[src/rtl/systolic_pkg.sv]
// Shared types and defaults for the systolic matmul sequencer.
// Holds the state enum and common widths.
package systolic_pkg;

  localparam int N_DEF     = 4;
  localparam int DRAIN_DEF = 4;
  localparam int COUNT_W   = 6;

  typedef enum logic [2:0] {
    IDLE,
    CLEAR,
    FEED,
    DRAIN,
    COLLECT,
    DONE
  } seq_state_t;

endpackage

[src/rtl/systolic_sequencer_if.sv]
// Host command channel of the sequencer.
// master: host side; slave: sequencer side (start_valid/k_len/abort in, start_ready out).
interface systolic_sequencer_if #(
  parameter int KW = 8
) ();

  logic          start_valid;
  logic          start_ready;
  logic [KW-1:0] k_len;
  logic          abort;

  modport master (
    output start_valid,
    output k_len,
    output abort,
    input  start_ready
  );

  modport slave (
    input  start_valid,
    input  k_len,
    input  abort,
    output start_ready
  );

endinterface

[src/rtl/systolic_sequencer_skew.sv]
// Combinational row-skew mask: row i is fed while feed_cnt is in [i, i+k_q).
// Ports: feed_cnt/k_q in, mask out (registered by the parent).
module skew_mask_gen #(
  parameter int N  = 4,
  parameter int KW = 8
) (
  input  logic [KW+4:0] feed_cnt,
  input  logic [KW-1:0] k_q,
  output logic [N-1:0]  mask
);

  localparam int PW = KW + 5;

  always_comb begin
    mask = '0;
    for (int i = 0; i < N; i++) begin
      mask[i] = (feed_cnt >= PW'(i)) &&
                (feed_cnt < PW'(i) + PW'(k_q));
    end
  end

endmodule

[src/rtl/systolic_sequencer.sv]
// Sequences one NxN output-stationary systolic pass: clear, skewed feed, drain, collect.
// Ports: clk, rst_n, host (start/k_len/abort), acc_clr, feed_en, feed_cnt, count, busy, done.
module systolic_sequencer
  import systolic_pkg::*;
#(
  parameter int N         = N_DEF,
  parameter int KW        = 8,
  parameter int DRAIN_CYC = DRAIN_DEF
) (
  input  logic               clk,
  input  logic               rst_n,
  systolic_sequencer_if.slave host,
  output logic               acc_clr,
  output logic [N-1:0]       feed_en,
  output logic [KW+4:0]      feed_cnt,
  output logic [COUNT_W-1:0] count,
  output logic               busy,
  output logic               done
);

  localparam int PW = KW + 5;

  seq_state_t    state, nxt;
  logic [PW-1:0] phase, nxt_phase;
  logic [PW-1:0] feed_last;
  logic [KW-1:0] k_q;
  logic [N-1:0]  mask;

  assign feed_last = PW'(k_q) + PW'(N) - PW'(2);
  assign host.start_ready = (state == IDLE);

  // One phase counter serves FEED, DRAIN and COLLECT;
  // it restarts at zero whenever the state changes.
  always_comb begin
    nxt       = state;
    nxt_phase = '0;
    if (host.abort && state != IDLE) begin
      nxt = IDLE;
    end else begin
      unique case (state)
        IDLE: begin
          if (host.start_valid) nxt = CLEAR;
        end
        CLEAR: begin
          nxt = (k_q == '0) ? DRAIN : FEED;
        end
        FEED: begin
          if (phase == feed_last) nxt = DRAIN;
          else nxt_phase = phase + PW'(1);
        end
        DRAIN: begin
          if (phase == PW'(DRAIN_CYC - 1)) nxt = COLLECT;
          else nxt_phase = phase + PW'(1);
        end
        COLLECT: begin
          if (phase == PW'(2 * N - 2)) nxt = DONE;
          else nxt_phase = phase + PW'(1);
        end
        DONE: begin
          nxt = IDLE;
        end
        default: begin
          nxt = IDLE;
        end
      endcase
    end
  end

  skew_mask_gen #(
    .N  (N),
    .KW (KW)
  ) u_skew (
    .feed_cnt (nxt_phase),
    .k_q      (k_q),
    .mask     (mask)
  );

  // Outputs are registered from the next state so they line up with it.
  always_ff @(posedge clk or negedge rst_n) begin
    if (!rst_n) begin
      state    <= IDLE;
      phase    <= '0;
      k_q      <= '0;
      acc_clr  <= 1'b0;
      feed_en  <= '0;
      feed_cnt <= '0;
      count    <= '0;
      busy     <= 1'b0;
      done     <= 1'b0;
    end else begin
      state <= nxt;
      phase <= nxt_phase;
      if (state == IDLE && host.start_valid) k_q <= host.k_len;
      acc_clr  <= (nxt == CLEAR);
      feed_en  <= (nxt == FEED) ? mask : '0;
      feed_cnt <= (nxt == FEED) ? nxt_phase : '0;
      count    <= (nxt == COLLECT) ?
                  COUNT_W'(nxt_phase + PW'(1)) : '0;
      busy     <= (nxt != IDLE);
      done     <= (nxt == DONE);
    end
  end

endmodule
[src/flat_wrapper.sv]
// flat-port wrapper written by rule: the top's interface ports become plain ports
module systolic_sequencer_flat import systolic_pkg::*;
#(
  parameter int N         = N_DEF,
  parameter int KW        = 8,
  parameter int DRAIN_CYC = DRAIN_DEF
)
  (clk, rst_n, acc_clr, feed_en, feed_cnt, count, busy, done, host_start_valid, host_k_len, host_abort, host_start_ready);
  systolic_sequencer_if #(.KW(KW)) host_i ();
  input  logic clk;
  input  logic rst_n;
  output logic acc_clr;
  output logic [N-1:0] feed_en;
  output logic [KW+4:0] feed_cnt;
  output logic [COUNT_W-1:0] count;
  output logic busy;
  output logic done;
  input wire logic [$bits(host_i.start_valid)-1:0] host_start_valid;
  input wire logic [$bits(host_i.k_len)-1:0] host_k_len;
  input wire logic [$bits(host_i.abort)-1:0] host_abort;
  output wire logic [$bits(host_i.start_ready)-1:0] host_start_ready;
  assign host_i.start_valid = host_start_valid;
  assign host_i.k_len = host_k_len;
  assign host_i.abort = host_abort;
  assign host_start_ready = host_i.start_ready;
  systolic_sequencer #(.N(N), .KW(KW), .DRAIN_CYC(DRAIN_CYC)) u_core (.clk(clk), .rst_n(rst_n), .host(host_i), .acc_clr(acc_clr), .feed_en(feed_en), .feed_cnt(feed_cnt), .count(count), .busy(busy), .done(done));
endmodule
[config.mk]
export PLATFORM = sky130hd
export DESIGN_NAME = systolic_sequencer_flat
export DESIGN_NICKNAME = d
export VERILOG_FILES = /design/src/rtl/systolic_pkg.sv /design/src/rtl/systolic_sequencer_if.sv /design/src/rtl/systolic_sequencer_skew.sv /design/src/rtl/systolic_sequencer.sv /design/src/flat_wrapper.sv
export SDC_FILE = /design/constraint.sdc
export NUM_CORES = 1
export LEC_CHECK = 0
export BUFFER_PORTS_ARGS = -buffer_cell sky130_fd_sc_hd__clkbuf_2
export CAP_MARGIN = 30
export CORE_ASPECT_RATIO = 1.5
export CORE_UTILIZATION = 62
export CTS_BUF_LIST = sky130_fd_sc_hd__clkbuf_4 sky130_fd_sc_hd__clkbuf_8
export DETAILED_ROUTE_END_ITERATION = 10
export PLACE_DENSITY = 0.83
export SLEW_MARGIN = 20
export SYNTH_ARGS = -nofsm -noshare
export SYNTH_HDL_FRONTEND = slang
export SYNTH_SLANG_ARGS = --single-unit
[constraint.sdc]
create_clock -name clk -period 6.3 [get_ports clk]
set_input_delay 0.315 -clock clk [delete_from_list [all_inputs] [get_ports clk]]
set_output_delay 0.315 -clock clk [all_outputs]
set_load 0.01 [all_outputs]
# Word level (Yosys, flattened, before mapping)

Cells that the tools add are included.

Input bits: 12
Latch bits: 0
Output and inout bits: 27
Logic and storage cells: 60
Register bits: 50
Memory bits (read-only): 0
Memory bits (writable): 0
Memories kept: 0

$add $sub $neg: 7
Reductions and logical operators: 10
Div/mod/pow operators: 0
Bitwise logic cells: 0
Shifts and indexed selects: 0
Eq/ne operators: 11
Mux-type cells: 15
Magnitude comparators: 8
$mul: 0

Operator list:

| operator                                              | number |
|---|---|
| 2-to-1 mux 13 bit                                     | 5 |
| less-than comparator 13 x 9 -> 1 bit                  | 3 |
| one-hot mux 13 bit (3 select lines)                   | 1 |
| >= comparator 13 x 1 -> 1 bit (second input constant) | 2 |
| >= comparator 13 x 2 -> 1 bit (second input constant) | 2 |
| adder 2 x 8 -> 9 bit (first input constant)           | 2 |
| 2-to-1 mux 3 bit                                      | 5 |
| one-hot mux 3 bit (5 select lines)                    | 1 |
| adder 13 x 1 -> 13 bit (second input constant)        | 1 |
| == test 13 bit                                        | 1 |
| == test 13 x 2 -> 1 bit (second input constant)       | 1 |
| == test 13 x 3 -> 1 bit (second input constant)       | 1 |
| less-than comparator 13 x 8 -> 1 bit                  | 1 |
| subtractor 13 x 2 -> 13 bit (second input constant)   | 1 |
| adder 1 x 8 -> 9 bit (first input constant)           | 1 |
| adder 8 x 3 -> 9 bit (second input constant)          | 1 |
| == test 3 x 2 -> 1 bit (second input constant)        | 3 |
| == test 3 bit (second input constant)                 | 3 |
| logical NOT 8 bit                                     | 1 |
| adder 6 x 1 -> 6 bit (second input constant)          | 1 |
| == test 3 x 1 -> 1 bit (second input constant)        | 2 |
| logical AND 1 bit                                     | 6 |
| 2-to-1 mux 6 bit                                      | 1 |
| nonzero test 3 bit                                    | 2 |
| other kinds (3)                                       | 3 |

# Logic depth before layout (Yosys ltp)

Gate-level depths: netlist of run 1.

Depth after elaboration: 9
Mapped depth: 22
Mapped depth without buffers: 19

# Modules after synthesis

Synthesis of run 1 repeated with hierarchy kept, for this count alone.

Cells, all modules: 358
Area, all modules: 3477.1 µm²

By module, submodules not included:

| module             | cells each | area each (µm²) | instances | seq. area each (µm²) |
|---|---|---|---|---|
| systolic_sequencer | 224        | 2426.1          | 1         | 1251.2 |
| skew_mask_gen      | 134        | 1051.0          | 1         | 0.0 |

# Worst setup path after synthesis of run 1

Ideal clock, no wire load.

Kind: flip-flop to flip-flop
Start: register u_core.k_q[3]
End: register u_core.feed_en[1]
Setup slack: 1.426 ns
Period minus slack after synthesis: 4.874 ns
Library setup time: 0.111 ns
Arrival time: 4.762 ns
Buffers on the path: 1
Data required time: 6.189 ns
Cell stages (with the launch flop): 20
Cell sequence: dfrtp_1 > clkbuf_1 > inv_1 > ha_1 > nand2b_1 > nor2_1 > xnor3_1 > or4_1 > a211oi_1 > o31a_1 > nand2b_1 > inv_1 > ha_1 > a41oi_1 > o21ai_0 > a21o_1 > a221oi_1 > o21ai_1 > maj3_2 > a2111oi_2

Longest elaborated chain between the ends: 9
Elaborated cells between the ends (all ways): 17
Classes of those cells: 3 x add/sub; 2 x order compare; 2 x eq/ne; 8 x mux; 2 x reduce/logical

RTL lines:

| element                                                                                      | line                                                         | RTL |
|---|---|---|
| start: declaration                                                                           | systolic_sequencer.sv:26                                     | `logic [KW-1:0] k_q;` |
| start signal: assignment                                                                     | systolic_sequencer.sv:93                                     | `if (state == IDLE && host.start_valid) k_q <= host.k_len;` |
| adder 8 x 3 -> 9 bit *                                                                       | systolic_sequencer.sv:29                                     | `assign feed_last = PW'(k_q) + PW'(N) - PW'(2);` |
| subtractor 13 x 2 -> 13 bit *                                                                | systolic_sequencer.sv:29                                     |  |
| == test 13 bit *                                                                             | systolic_sequencer.sv:48                                     | `if (phase == feed_last) nxt = DRAIN;` |
| 2-to-1 mux 13 bit *                                                                          | systolic_sequencer.sv:48                                     |  |
| one-hot mux 13 bit (3 select lines) *                                                        | systolic_sequencer.sv:40                                     | `unique case (state)` |
| 2-to-1 mux 13 bit *                                                                          | systolic_sequencer.sv:37                                     | `if (host.abort && state != IDLE) begin` |
| named net u_core.nxt_phase[3]                                                                | systolic_sequencer.sv:24                                     | `logic [PW-1:0] phase, nxt_phase;` |
| >= comparator 13 x 1 -> 1 bit / less-than comparator 13 x 9 -> 1 bit (equally long branches) | systolic_sequencer_skew.sv:17, systolic_sequencer_skew.sv:18 |  |
| logical AND 1 bit *                                                                          | systolic_sequencer_skew.sv:17                                | `mask[i] = (feed_cnt >= PW'(i)) &&` |
| 2-to-1 mux 4 bit *                                                                           | systolic_sequencer.sv:95                                     | `feed_en <= (nxt == FEED) ? mask : '0;` |
| end signal: assignment                                                                       | systolic_sequencer.sv:95                                     |  |
| end: declaration                                                                             | systolic_sequencer.sv:14                                     | `output logic [N-1:0] feed_en,` |

The timed path passes the listed nets; every way through them passes the cells marked *.
A chain may end at the register's enable or synchronous reset.

# Worst setup path in the final report of run 1

Start: register u_core.k_q[2]
End: register u_core.feed_en[1]

Same word-level chain as after synthesis.

==> results of run 1 <==
through the flow:
stage	hold slack [ns]	total power (µW)	std cells
finish	0.0830	1340	521
global route	0.139	1430	521
CTS	0.116	1340	521
detailed placement	0.463	1140	513
global placement	0.441	1120	513
floorplan	0.0194	966	421
layout make-up:
class | count | area (µm²) | area share [%]
clock buffer | 5 | 68.8 | 1.70
clock inverter | 3 | 21.3 | 0.525
inverter | 19 | 71.3 | 1.76
multi-input combinational | 333 | 2350 | 58.0
sequential | 50 | 1250 | 30.9
tap | 72 | 90.1 | 2.22
timing repair buffer | 39 | 198 | 4.88
power by group through the flow:
| stage | combinational, µW | clock (µW) | sequential [µW] |
|---|---|---|---|
| 2_1_floorplan | 570 | 0 | 396 |
| 3_3_place_gp | 663 | 0 | 459 |
| 3_5_place_dp | 676 | 0 | 462 |
| 4_1_cts | 679 | 202 | 456 |
| 5_1_grt | 750 | 212 | 468 |
| 6_report | 686 | 199 | 458 |
flip-flops by register name (all words and copies together), names as in the netlist:
name	count
u_core.busy	1
u_core.state	3
u_core.phase	13
u_core.k_q	8
u_core.done	1
u_core.feed_cnt	13
u_core.feed_en	4
u_core.count	6
u_core.acc_clr	1
logic make-up after synthesis:
logic type | synth area share, %
adders and majority gates | 13.9
AOI/OAI and AO/OA | 13.8
DFF | 33.3
xor gates and xnor gates | 12.1
buffers and inverters | 4.26
and+or+nand+nor | 21.9
muxes | 0.865
worst paths after layout:
| path | startpoint | to | slack, ns | cells past startpoint |
|---|---|---|---|---|
| min reg2reg | u_core.state[2] | u_core.state[1] | 0.65 | 1 |
| min | rst_n | u_core.count[1] | 0.08 | 2 |
| max | u_core.k_q[2] | u_core.feed_en[1] | 0.62 | 17 |
| min in group clk | host_k_len[4] | u_core.k_q[4] | 0.21 | 3 |
| max in group asynchronous | rst_n | u_core.acc_clr | 5.78 | 2 |
| max reg2reg | u_core.k_q[2] | u_core.feed_en[1] | 0.62 | 17 |
critical path, delay by kind of cell, from the launching register on:
kind                       cells  cell delay, ns
adders and majority gates      3            1.19
and+or+nand+nor                3            1.03
buffers and inverters          1            0.20
DFF                            1            0.55
AOI/OAI and AO/OA             10            2.60
Yosys cell counts (11+ instances only):
| cell type | n | area [µm²] |
|---|---|---|
| dfrtp_1 | 50 | 1250 |
| nor2_1 | 49 | 184 |
| ha_1 | 40 | 500 |
| nand2_1 | 31 | 116 |
| xnor2_1 | 28 | 245 |
| nand3_1 | 18 | 90.1 |
| inv_1 | 17 | 63.8 |
| o21ai_0 | 17 | 85.1 |
| a21oi_1 | 15 | 75.1 |
| xor2_1 | 13 | 114 |
| clkbuf_1 | 11 | 41.3 |
| nor3_1 | 11 | 55.1 |
routing by layer:
metal  routed length, µm  vias up  GRT usage [%]
li1                    -     1539              -
met1                3570     1546           36.4
met2                5060      132           57.3
met3                 431       46           4.81
met4                 515        0           19.1
met5                   0        -              0
==> flow_metrics.env, run 1 <==
export IMPL_final_core_util_pct=69.5
export IMPL_diodes=0
export IMPL_clk_latency_ns=0.31
export IMPL_core_area_mm2=0.00583
export IMPL_postRouteAntennaNets=0
export IMPL_critPathSlowestCell="dfrtp_1"
export IMPL_cts_tree="yes"
export IMPL_end_kind="register"
export IMPL_ios=39
export IMPL_switching_share_pct=46.3
export IMPL_crit_chain="ha_1, nand3_1, or3_1, a2111oi_0, a32oi_1, a211oi_1, o31a_1, nand2b_1, inv_1, ha_1, a41oi_1, o21ai_0, a21o_1, a221oi_1, o21ai_1, maj3_2, a2111oi_2"
export IMPL_yosys_warnings=0
export IMPL_drt_iter0_drc=206
export IMPL_fillers=465
export IMPL_setup_violations=0
export IMPL_comb_power_share_pct=51.1
export IMPL_relSlewSlack_pct=52.0
export IMPL_finalMaxSlewViolations=0
export IMPL_rsz0062_at_grt="false"
export IMPL_globalplace_congestion=0.982
export IMPL_intPower_uw=720
export IMPL_antenna_found_initial=0
export IMPL_vdd_drop_max_v=0.000246
export IMPL_hold_buffers=0
export IMPL_htree_levels=2
export IMPL_synth_nets=473
export IMPL_path_class="reg -> reg"
export IMPL_dp_slack_ns=0.756
export IMPL_hold_class="in -> async"
export IMPL_yosys_most_used_dff="dfrtp_1"
export IMPL_numCtsBuffers=5
export IMPL_leakage_uw=0.00188
export IMPL_ys_types=59
export IMPL_post_cts_setup_buffer_count=0
export IMPL_worstPathRequired_ns=6.50
export IMPL_async_flop_share_pct=100
export IMPL_placed_cell_area_mm2=0.00396
export IMPL_num_vias=3263
export IMPL_start_util_pct=64.5
export IMPL_fin_area_mm2=0.00405
export IMPL_cpPeakStageDelay_ns=0.55
export IMPL_synth_seq_cells=50
export IMPL_grt_max_degree=51
export IMPL_p_per_area_mw_per_mm2=331
export IMPL_clk_pin_slew_ns=0.11
export IMPL_syn_area_mm2=0.00376
export IMPL_nNetsFinal=500
export IMPL_fmax_ghz=0.176
export IMPL_dieArea_mm2=0.00639
export IMPL_post_dp_hpwl_um=7380
export IMPL_worst_setup_path_start_kind="register"
export IMPL_cts_root_buf="clkbuf_8"
export IMPL_synth_edf_count=0
export IMPL_clockBufferDepth=2
export IMPL_grt_overflow_total=0
export IMPL_area_growth_syn_to_layout_pct=7.68
export IMPL_power_frac_seq_pct=34.1
export IMPL_yosysSeqAreaShare_pct=33.3
export IMPL_min_period_ns=5.68
export IMPL_finalCritPeriodShare_pct=90.1
export IMPL_maxCapViolations=0
export IMPL_finalClockSkew_ns=0.0136
export IMPL_grt_pass1_vias=3232
export IMPL_worstPathArrival_ns=5.88
export IMPL_avgRoutedWirePerCell_um=18.4
export IMPL_layout_common_cells="dfrtp_1, nor2_1, ha_1"
export IMPL_cts_resized=0
export IMPL_cts_sinks=50
export IMPL_totalWireLength_um=9570
export IMPL_final_common_cell="dfrtp_1"
export IMPL_drt_vias_per_instance=6.26
export IMPL_drcViolationCount=0
export IMPL_die_x_um=65.6
export IMPL_power_switching_uw=621
export IMPL_tightest_slew_ns=0.717
export IMPL_setup_slack_ns=0.625
export IMPL_grt_pass1_wl_um=15600
export IMPL_crit_fanout=10
export IMPL_setup_tns_final_ns=0
export IMPL_syn_inst=421
export IMPL_die_h_um=97.4
export IMPL_clkPwrFrac_pct=14.8
export IMPL_grt_total_usage_pct=32.8
export IMPL_crit_top_cell="ha_1"
export IMPL_finalHoldViolCount=0
export IMPL_num_rows=34
export IMPL_status="finished clean"
export IMPL_syn_avg_cell_area_um2=8.93
export IMPL_drive_above_1_share_pct=12.9
export IMPL_placement_io_buffers=38
export IMPL_drtPass1Iterations=5
No activity file was read; power rests on OpenSTA's default activity.
==> inputs of run 2 (changes only) <==
CORE_UTILIZATION = 60   (was 62)
CTS_BUF_LIST = not set   (was sky130_fd_sc_hd__clkbuf_4 sky130_fd_sc_hd__clkbuf_8)
PLACE_DENSITY = 0.81   (was 0.83)
==> run 2 against run 1 <==
  * Cell area increased by 0.31%
  * Critical path type unchanged
  * Hold slack improved by 0.0065 ns
  * Maximum frequency increased by 3.2%
  * Wire length decreased by 4.3%
  * Sequential cell count unchanged
==> flow_metrics.env, run 2 (synthesis results as in run 1) <==
export IMPL_status="finished clean"
export IMPL_final_common_cell="dfrtp_1"
export IMPL_path_class="reg -> reg"
export IMPL_grt_total_usage_pct=30.4
export IMPL_post_cts_setup_buffer_count=0
export IMPL_min_period_ns=5.50
export IMPL_maxCapViolations=0
export IMPL_grt_pass1_wl_um=14900
export IMPL_comb_power_share_pct=51.1
export IMPL_fillers=505
export IMPL_finalHoldViolCount=0
export IMPL_setup_tns_final_ns=0
export IMPL_grt_max_degree=51
export IMPL_hold_buffers=0
export IMPL_crit_fanout=14
export IMPL_ios=39
export IMPL_numCtsBuffers=5
export IMPL_finalMaxSlewViolations=0
export IMPL_num_rows=35
export IMPL_layout_common_cells="dfrtp_1, nor2_1, ha_1"
export IMPL_grt_overflow_total=0
export IMPL_hold_class="in -> async"
export IMPL_fmax_ghz=0.182
export IMPL_p_per_area_mw_per_mm2=328
export IMPL_rrSetupSlack_ns=0.80
export IMPL_grt_pass1_vias=3101
export IMPL_antenna_found_initial=0
export IMPL_area_growth_syn_to_layout_pct=8.02
export IMPL_clockBufferDepth=2
export IMPL_clkPwrFrac_pct=14.6
export IMPL_postRouteAntennaNets=0
export IMPL_dieArea_mm2=0.00660
export IMPL_start_util_pct=61.8
export IMPL_cts_resized=0
export IMPL_vdd_drop_max_v=0.000222
export IMPL_cts_tree="yes"
export IMPL_leakage_uw=0.00188
export IMPL_htree_levels=2
export IMPL_drtPass1Iterations=4
export IMPL_relSlewSlack_pct=54.1
export IMPL_setup_violations=0
export IMPL_diodes=0
export IMPL_totalWireLength_um=9160
export IMPL_drt_iter0_drc=183
export IMPL_rsz0062_at_grt="false"
export IMPL_intPower_uw=725
export IMPL_die_h_um=99.0
export IMPL_worstPathArrival_ns=5.70
export IMPL_post_dp_hpwl_um=7330
export IMPL_num_vias=3231
export IMPL_clk_latency_ns=0.31
export IMPL_switching_share_pct=45.5
export IMPL_power_frac_seq_pct=34.3
export IMPL_drcViolationCount=0
export IMPL_tightest_slew_ns=0.686
export IMPL_dp_cells=516
export IMPL_placement_io_buffers=38
export IMPL_finalClockSkew_ns=0.00665
export IMPL_core_area_mm2=0.00609
export IMPL_fin_cells=524
export IMPL_avgRoutedWirePerCell_um=17.5
export IMPL_finalCritPeriodShare_pct=87.3
export IMPL_cts_sinks=50
export IMPL_worst_setup_path_start_kind="register"
export IMPL_drive_above_1_share_pct=13.1
export IMPL_end_kind="register"
export IMPL_largest_registers="u_core.feed_cnt (13), u_core.phase (13), u_core.k_q (8)"
export IMPL_drt_vias_per_instance=6.17
export IMPL_nNetsFinal=501
export IMPL_clk_pin_slew_ns=0.09
export IMPL_worstPathRequired_ns=6.50
export IMPL_die_x_um=66.6
export IMPL_power_switching_uw=606
export IMPL_globalplace_congestion=0.958
export IMPL_cts_root_buf="clkbuf_8"
[run 2: cell types whose count changed in the layout (fill, tap and decap cells not counted)]
| cell | delta |
|---|---|
| clkinv_2 | -1 |
| clkinvlp_4 | +1 |
| clkinv_4 | -1 |
| buf_4 | +1 |
| inv_6 | +1 |
[run 2: area by class of cell]
type	instances	area, µm²	share of cell area (%)
Timing Repair Buffer	40	205	5.05
Clock buffer	5	68.8	1.69
Inverter	19	71.3	1.76
Tap cell	74	92.6	2.28
Sequential cell	50	1250	30.8
Clock inverter	3	23.8	0.585
Multi-Input combinational cell	333	2350	57.8
[run 2: critical path, stage by stage, from the launching register on]
cell	delay, ns
dfrtp_1	0.55
ha_1	0.53
xnor2_1	0.15
a31oi_1	0.38
a2111oi_0	0.14
o41ai_1	0.53
nand3_1	0.13
o211a_1	0.36
nor2_1	0.58
ha_1	0.36
a21o_1	0.20
a21oi_1	0.15
nor2b_1	0.06
o21ai_0	0.15
nand2b_1	0.08
a211oi_1	0.23
o31ai_1	0.11
maj3_2	0.32
a2111oi_2	0.37
[run 2: power by group through the flow]
stage | Clock, µW | Sequential, µW | Combinational, µW
floorplan | 0 | 396 | 570
global placement | 0 | 460 | 651
detailed placement | 0 | 462 | 673
CTS | 198 | 456 | 677
global route | 210 | 466 | 748
finish | 194 | 457 | 680
[run 2: worst paths after layout]
check | startpoint | end | cells past startpoint
min in group clk | host_k_len[4] | u_core.k_q[4] | 3
max reg2reg | u_core.k_q[2] | u_core.feed_en[2] | 18
max in group asynchronous | rst_n | u_core.k_q[1] | 2
min reg2reg | u_core.state[2] | u_core.state[1] | 1
min | rst_n | u_core.count[0] | 2
max | u_core.k_q[2] | u_core.feed_en[2] | 18
[run 2: metal layers]
layer  track usage [%]  vias up  part of all wire [%]
met1              33.6     1536                    37
met4              20.5        0                   5.7
met3              4.05       37                   4.1
met5                 0        -                     0
li1                  -     1545                     -
met2              52.4      113                    53
[run 2: per-stage QoR]
stage               total power, µW  hold WS, ns  util, %  setup slack, ns  instance area, µm²
floorplan                       966       0.0194        -             1.43                3760
global placement               1110        0.444     65.2            0.963                3970
detailed placement             1140        0.457     65.2            0.876                3970
CTS                            1330        0.117     66.7            0.835                4060
global route                   1420        0.144     66.7            0.438                4060
finish                         1330       0.0895     66.7            0.801                4060
==> inputs of run 3 (changes only) <==
BUFFER_PORTS_ARGS = not set   (was -buffer_cell sky130_fd_sc_hd__clkbuf_2)
CORE_UTILIZATION = 61   (was 60)
DONT_BUFFER_PORTS = 1   (was not set)
PLACE_DENSITY = 0.77   (was 0.81)
==> run 3 against run 2 <==
  * Clock power increased by 17%
  * Total power up 2.0%
  * Combinational power shrank 2%
  * Largest cell class unchanged
  * Critical path type unchanged
  * Cell area shrank 3.6%
==> flow_metrics.env, run 3 (synthesis results as in run 1) <==
export IMPL_status="finished clean"
export IMPL_worstPathArrival_ns=5.72
export IMPL_num_rows=34
export IMPL_totalPowerFinal_uw=1360
export IMPL_start_util_pct=64.1
export IMPL_final_common_cell="dfrtp_1"
export IMPL_crit_start="u_core.k_q[2]"
export IMPL_crit_fanout=14
export IMPL_totalWireLength_um=9110
export IMPL_rsz0062_at_grt="false"
export IMPL_crit_top_cell="ha_1"
export IMPL_grt_pass1_wl_um=14800
export IMPL_rrSetupSlack_ns=0.77
export IMPL_finalClockSkew_ns=0.0114
export IMPL_tightest_slew_ns=0.683
export IMPL_cts_tree="yes"
export IMPL_min_period_ns=5.53
export IMPL_postRouteAntennaNets=0
export IMPL_cts_root_buf="clkbuf_8"
export IMPL_finalCritPeriodShare_pct=87.8
export IMPL_largest_registers="u_core.feed_cnt (13), u_core.phase (13), u_core.k_q (8)"
export IMPL_placement_io_buffers=0
export IMPL_numCtsBuffers=5
export IMPL_area_growth_syn_to_layout_pct=4.16
export IMPL_drt_iter0_drc=216
export IMPL_clk_pin_slew_ns=0.09
export IMPL_cpPeakStageDelay_ns=0.57
export IMPL_crit_chain="ha_1, xor2_4, xnor3_1, or3_1, or4_1, o21ai_1, o211a_1, nor2_1, ha_1, a21o_1, a21oi_1, nor2b_1, o21ai_0, nand2b_1, a211oi_1, o31ai_1, maj3_2, a2111oi_2"
export IMPL_antenna_found_initial=0
export IMPL_worst_setup_path_start_kind="register"
export IMPL_setup_tns_final_ns=0
export IMPL_grt_max_degree=51
export IMPL_nNetsFinal=464
export IMPL_grt_total_usage_pct=30.6
export IMPL_r2r_start="u_core.k_q[2]"
export IMPL_die_h_um=98.2
export IMPL_setup_violations=0
export IMPL_leakage_uw=0.00173
export IMPL_finalMaxSlewViolations=0
export IMPL_core_area_mm2=0.00587
export IMPL_post_dp_hpwl_um=7070
export IMPL_fmax_ghz=0.181
export IMPL_grt_overflow_total=0
export IMPL_dieArea_mm2=0.00649
export IMPL_drive_above_1_share_pct=4.84
export IMPL_htree_levels=2
export IMPL_maxCapViolations=0
export IMPL_worstPathRequired_ns=6.49
export IMPL_clockBufferDepth=2
export IMPL_path_class="reg -> reg"
export IMPL_finalHoldViolCount=0
export IMPL_globalplace_congestion=0.989
export IMPL_p_per_area_mw_per_mm2=347
export IMPL_drt_vias_per_instance=6.30
export IMPL_avgRoutedWirePerCell_um=18.8
export IMPL_diodes=0
export IMPL_drtPass1Iterations=5
export IMPL_cts_resized=0
export IMPL_vdd_drop_max_v=0.000247
export IMPL_clk_latency_ns=0.31
export IMPL_cts_sinks=50
export IMPL_relSlewSlack_pct=53.3
export IMPL_num_vias=3056
export IMPL_drcViolationCount=0
export IMPL_grt_pass1_vias=2964
export IMPL_end_kind="register"
export IMPL_worstHoldStart="host_abort"
export IMPL_die_x_um=66.1
export IMPL_critPathSlowestCell="dfrtp_1"
export IMPL_hold_class="in -> reg"
export IMPL_ios=39
export IMPL_layout_common_cells="dfrtp_1, nor2_1, ha_1"
[run 3: per-stage QoR]
step / std cells / area, µm² / setup WS [ns] / hold WS [ns] / utilization, %
3_5_place_dp: 475 / 3770 / 0.866 / 0.0206 / 64.2
6_report: 485 / 3920 / 0.769 / 0.102 / 66.7
2_1_floorplan: 421 / 3760 / 1.43 / 0.0194 / -
5_1_grt: 485 / 3920 / 0.272 / 0.100 / 66.7
3_3_place_gp: 475 / 3770 / 0.943 / 0.0203 / 64.2
4_1_cts: 485 / 3920 / 0.819 / 0.0940 / 66.7
[run 3: power by group]
group | switching, µW | internal, µW
Sequential | 105 | 357
Clock | 109 | 119
Combinational | 389 | 280
Total | 602 | 756
[run 3: final cells by class]
cell class                 count  area [µm²]
clock buffer                   6        72.6
clock inverter                 2        37.5
fill                         474        1950
inverter                      19        71.3
multi-input combinational    333        2350
sequential                    50        1250
tap                           72        90.1
timing repair buffer           3        45.0
[run 3: routing by layer]
layer	track usage [%]	vias to the layer above	part of all wire [%]
met2	53.1	104	52
met1	34.2	1431	38
li1	-	1475	-
met3	3.50	46	3.0
met4	20.0	0	7.2
met5	0	-	0
[run 3: worst max-delay path: cells and delay by family (launching register included)]
family | cells | cell delay [ns]
adder cells (fa/ha/maj) | 3 | 1.22
AO/OA/AOI/OAI | 8 | 1.86
flip-flops | 1 | 0.57
AND/OR/NAND/NOR | 5 | 1.21
XOR/XNOR | 2 | 0.57
[run 3: final timing paths]
| check | end | cells after the start |
|---|---|---|
| worst max register to register | u_core.feed_en[2] | 18 |
| max in group asynchronous | u_core.phase[7] | 2 |
| worst max-delay path | u_core.feed_en[2] | 18 |
| worst min-delay path | u_core.state[2] | 1 |
| worst min register to register | u_core.phase[12] | 2 |
| min in group asynchronous | u_core.feed_cnt[3] | 2 |
[run 3: timing repair]
action | CTS | global route
hold endpoints to repair | 50 | 0
hold buffers | 2 | 0
buffers inserted | 0 | 0
